File: config.mk
export PLATFORM = sky130hd
export DESIGN_NAME = shift_left_sequential
export DESIGN_NICKNAME = d
export VERILOG_FILES = /design/src/rtl/shift_pkg.sv /design/src/rtl/sll_step.sv /design/src/rtl/shift_left_sequential.sv
export SDC_FILE = /design/constraint.sdc
export NUM_CORES = 1
export LEC_CHECK = 0
export ABC_AREA = 1
export BUFFER_PORTS_ARGS = -buffer_cell sky130_fd_sc_hd__buf_2
export CORE_ASPECT_RATIO = 1.4
export CORE_MARGIN = 2
export CORE_UTILIZATION = 52
export CTS_BUF_LIST = sky130_fd_sc_hd__clkbuf_2 sky130_fd_sc_hd__clkbuf_4 sky130_fd_sc_hd__clkbuf_8
export DETAILED_ROUTE_END_ITERATION = 12
export GPL_ROUTABILITY_DRIVEN = 0
export HOLD_SLACK_MARGIN = 0.05
export MAX_ROUTING_LAYER = met4
export PLACE_DENSITY = 0.85
export REMOVE_ABC_BUFFERS = 1
export SLEW_MARGIN = 15
export SYNTH_ARGS = -nofsm -noshare
export SYNTH_HDL_FRONTEND = slang
export SYNTH_SLANG_ARGS = --single-unit
File: constraint.sdc
create_clock -name clk -period 2.07 [get_ports clk]
set_clock_uncertainty 0.15 [all_clocks]
set_input_delay 0.414 -clock clk [delete_from_list [all_inputs] [get_ports clk]]
set_output_delay 0.414 -clock clk [all_outputs]
set_load 0.02 [all_outputs]
File: src/rtl/shift_pkg.sv
// Shared types and widths for the multi-cycle left shifter.
// Used by shift_left_sequential and sll_step.
package shift_pkg;

    localparam int unsigned SHIFT_W = 32;
    localparam int unsigned SHAMT_W = $clog2(SHIFT_W);

    typedef enum logic [1:0] {
        S_IDLE,
        S_SHIFT,
        S_DONE
    } shift_state_t;

endpackage

File: src/rtl/sll_step.sv
// One zero-fill left-shift step: by one bit, or by four when stride4 is set.
// Purely combinational; the caller owns the data register.
module sll_step
    import shift_pkg::*;
#(
    parameter int unsigned W = SHIFT_W
) (
    input  logic [W-1:0] in,
    input  logic         stride4,
    output logic [W-1:0] out
);

    always_comb begin
        if (stride4) begin
            out = {in[W-5:0], 4'b0000};
        end else begin
            out = {in[W-2:0], 1'b0};
        end
    end

endmodule

File: src/rtl/shift_left_sequential.sv
// Multi-cycle logical left shifter with valid/ready on both sides.
// Define SHIFT_LEFT_STRIDE4_EN to shift four bits per cycle while count >= 4.
module shift_left_sequential
    import shift_pkg::*;
#(
    parameter int unsigned N = SHIFT_W
) (
    input  logic                 clk,
    input  logic                 rst_n,
    input  logic                 i_valid,
    output logic                 i_ready,
    input  logic [N-1:0]         in,
    input  logic [$clog2(N)-1:0] shamt,
    output logic                 o_valid,
    input  logic                 o_ready,
    output logic [N-1:0]         out,
    output logic                 busy
);

    localparam int unsigned CW = $clog2(N);
    localparam logic [CW-1:0] ONE  = CW'(1);
    localparam logic [CW-1:0] FOUR = CW'(4);

    shift_state_t  state_q, state_d;
    logic [N-1:0]  data_q, data_d;
    logic [CW-1:0] count_q, count_d;
    logic          step4;
    logic [N-1:0]  step_out;

`ifdef SHIFT_LEFT_STRIDE4_EN
    assign step4 = (count_q >= FOUR);
`else
    assign step4 = 1'b0;
`endif

    sll_step #(
        .W(N)
    ) u_step (
        .in     (data_q),
        .stride4(step4),
        .out    (step_out)
    );

    always_comb begin
        state_d = state_q;
        data_d  = data_q;
        count_d = count_q;
        unique case (state_q)
            S_IDLE: begin
                if (i_valid) begin
                    data_d  = in;
                    count_d = shamt;
                    state_d = (shamt == '0) ? S_DONE : S_SHIFT;
                end
            end
            S_SHIFT: begin
                // Exit is decided on the post-step count, so count never wraps
                data_d  = step_out;
                count_d = count_q - (step4 ? FOUR : ONE);
                if (count_d == '0) begin
                    state_d = S_DONE;
                end
            end
            S_DONE: begin
                if (o_ready) begin
                    state_d = S_IDLE;
                end
            end
            default: begin
                state_d = S_IDLE;
            end
        endcase
    end

    always_ff @(posedge clk or negedge rst_n) begin
        if (!rst_n) begin
            state_q <= S_IDLE;
            data_q  <= '0;
            count_q <= '0;
        end else begin
            state_q <= state_d;
            data_q  <= data_d;
            count_q <= count_d;
        end
    end

    assign i_ready = (state_q == S_IDLE);
    assign o_valid = (state_q == S_DONE);
    assign busy    = (state_q != S_IDLE);
    assign out     = data_q;

endmodule

==> impl_metrics.json <==
{
  "result_of_the_run": "complete, no violations",
  "route.detailed.wl_per_inst_um": 12.22,
  "r2r_start": "state_q[1]",
  "grt_remaining_overflow": 0,
  "drt_first_iter_violations": 51,
  "vias_in_the_first_global_route": 1760,
  "grt_util_all_layers": 0.2229,
  "synth-simple-area-share": 0.1274,
  "design_internal_power_mw": 2.384,
  "placed_area_sq_um": 2384,
  "holdCritPathClass": "in -> reg",
  "chipWidth_um": 56.21,
  "synthMuxAreaShare": 0,
  "clock_root_buffer": "clkbuf_8",
  "critical_path.reg2reg.endpoint": "count_q[2]",
  "tritoncts": "done",
  "firstDrtPassIters": 4,
  "pin_count_of_the_biggest_net_entering_global_routing": 71,
  "combPwrFrac": 0.548,
  "layout.cells.most_common": "buf_2",
  "design.die.area_sq_um": 4334,
  "final_area_sq_um": 2509,
  "cts.reportedPaths.clkPinSlew_ns": 0.07,
  "min_delay_worst_endpoint": "out[0]",
  "finalHoldViolCount": 0,
  "number_of_antenna_violations_at_the_first_check_in_global_routing": 0,
  "netlist_instances": 242,
  "synth_area_sq_um": 1984,
  "yosys_warnings": 0,
  "drt-total-wl_um": 4363,
  "synth_area_per_inst_sq_um": 8.200,
  "synthDistinctLibCells": 19,
  "synth-seq-cells": 39,
  "dr_total_vias": 1846,
  "cts-htree-levels": 2,
  "synth_xor_xnor_area_share": 0,
  "most-common-layout-cells": "buf_2 (75), nand2_1 (48), inv_1 (43)",
  "synth-compound-area-share": 0.2446,
  "clock.fmax_ghz": 0.5602,
  "initial_standard_cell_utilization_of_the_core": 0.5446,
  "count_of_antenna_violating_nets_left_after_detailed_routing": 0,
  "timing.setup.critical_path_class": "reg -> out",
  "cts-buffers-inserted": 5,
  "max_slew_margin": 0.6276,
  "post-route-drc-count": 0,
  "post_cts.repair.setup_buffers": 0,
  "core_area_sq_um": 3643,
  "detailed_place_hpwl_um": 3124,
  "max_cap_check_violation_count": 0,
  "peakVddDrop_v": 0.001288,
  "crit_path_start_kind": "flop",
  "ctsLongestPathBuffers": 2,
  "worst_tran_pin_value_ns": 0.5586,
  "nNetsFinal": 357,
  "biggest_area_consumer_among_synthesized_cells": "dfrtp_1",
  "drt-vias-per-instance": 5.171,
  "period_minus_slack_ns": 1.785,
  "setup-tns-final_ns": 0,
  "share_seq_of_total_power": 0.310,
  "synthAdderAreaFrac": 0.01261,
  "arrival_ns": 1.22,
  "setup_violations": 0,
  "timing.hold.worst.start": "in[0]",
  "filler_cells_inserted": 349,
  "port_buffers": 75,
  "switching_share": 0.4634,
  "layout_cells_sized_above_1": 0.2889,
  "wire_length_of_the_first_global_routing_pass_um": 7465,
  "clkPwrFrac": 0.142,
  "p_switching_mw": 2.059,
  "clk_latency_ns": 0.29,
  "synthTopCellsByArea": "dfrtp_1 (49%), o211ai_1 (12%), o21ai_0 (9.3%)",
  "critical_path_required_ns": 1.51,
  "clock_sink_count": 39,
  "sequential_cell_area_fraction_in_the_yosys_report": 0.4918,
  "synth_top_family_by_area": "compound AO/OA/AOI/OAI gates",
  "timing.reg2reg.worst_path_depth": 5,
  "critical_path_peak_fanout": 5,
  "min_path_cells": 3,
  "final_max_slew_viol_count": 0,
  "post-route-util": 0.6885,
  "rows": 26,
  "setup.reg_to_reg.worst_slack_ns": 0.44,
  "ioPinCount": 76,
  "num_antenna_cells": 0,
  "die-height_um": 77.10,
  "end_kind": "primary output",
  "p_leak_nw": 1.348,
  "fin_hold_ws_ns": 0.2248,
  "power-per-cell-area_nw_per_um2": 1771,
  "post-synth-top-area-fraction": 0.4918,
  "rsz0062_at_grt": "no",
  "final.period_utilization": 0.8624,
  "synthToLayoutAreaGrowth_pct": 26.42
}
==> layer usage <==
metal	vias to the layer above	share of wire	global-route usage
met1	847	0.41	0.2475
met4	0	0.018	0.09286
li1	940	-	-
met3	6	0.048	0.04890
met2	53	0.53	0.3824
met5	-	0	-
==> how the worst max path moves through the flow <==
stage	startpoint	to	slack [ns]	cells after the start
after detailed placement	i_valid	count_q[3]	0.16	5
after floorplan	state_q[0]	count_q[0]	0.11	7
after CTS	state_q[1]	count_q[3]	0.15	5
after global placement	i_valid	count_q[3]	0.20	5
after global routing	state_q[0]	i_ready	0.20	4
final	state_q[0]	i_ready	0.28	4
==> per-stage QoR <==
| stage | worst slack, ns | std cells | power [mW] |
|---|---|---|---|
| floorplan | 0.1135 | 228 | 3.064 |
| global placement | 0.2001 | 348 | 3.752 |
| detailed placement | 0.1584 | 348 | 3.832 |
| CTS | 0.1525 | 357 | 4.490 |
| global route | 0.2015 | 357 | 4.863 |
| finish | 0.2848 | 357 | 4.444 |
==> repair_timing <==
item	4_1_cts	5_1_grt
resized for setup	0	2
endpoints found under the hold margin	18	0
endpoints found under the setup margin	0	10
hold buffers	1	0
==> registers in the layout, indices dropped and copies added, names as in the netlist <==
signal	flops
out	32
count_q	5
state_q	2
==> synth_stat cells, drive strengths merged <==
cell type and n:
a21oi 3, buf 11, nand2 48, o22ai 2
ha 2, o211ai 32, clkbuf 3, a2bb2oi 1
inv 45, nand3 5, nor2 10, o21ai 41
dfrtp 39
==> final cells by class <==
| type | count | area, sq um | share of cell area |
|---|---|---|---|
| Tap cell | 42 | 52.55 | 0.02095 |
| Inverter | 45 | 171.4 | 0.06833 |
| Clock buffer | 5 | 68.82 | 0.02743 |
| Clock inverter | 3 | 43.79 | 0.01746 |
| Multi-Input combinational cell | 144 | 763.2 | 0.3042 |
| Sequential cell | 39 | 975.9 | 0.3890 |
| Timing Repair Buffer | 79 | 432.9 | 0.1726 |
==> worst max-delay path, stage by stage, from the launching register on <==
cell and delay (ns):
dfrtp_1 0.44, inv_2 0.11, nand2_1 0.09, inv_1 0.11, buf_2 0.17
==> power groups by stage <==
stage          Clock (mW)  Sequential [mW]  Combinational, mW
6_report            0.632             1.38               2.44
5_1_grt             0.687             1.43               2.74
4_1_cts             0.651             1.38               2.46
3_5_place_dp            0             1.38               2.45
3_3_place_gp            0             1.38               2.37
2_1_floorplan           0             1.77               1.30
==> kinds of logic (layout without fill, tap and decap cells) <==
kind of cell,Yosys count,in the layout
AOI/OAI and AO/OA,79,79
adders and majority gates,2,2
buffers and inverters,59,132
DFF,39,39
and+or+nand+nor,63,63
Power figures use the tool's default switching activity.
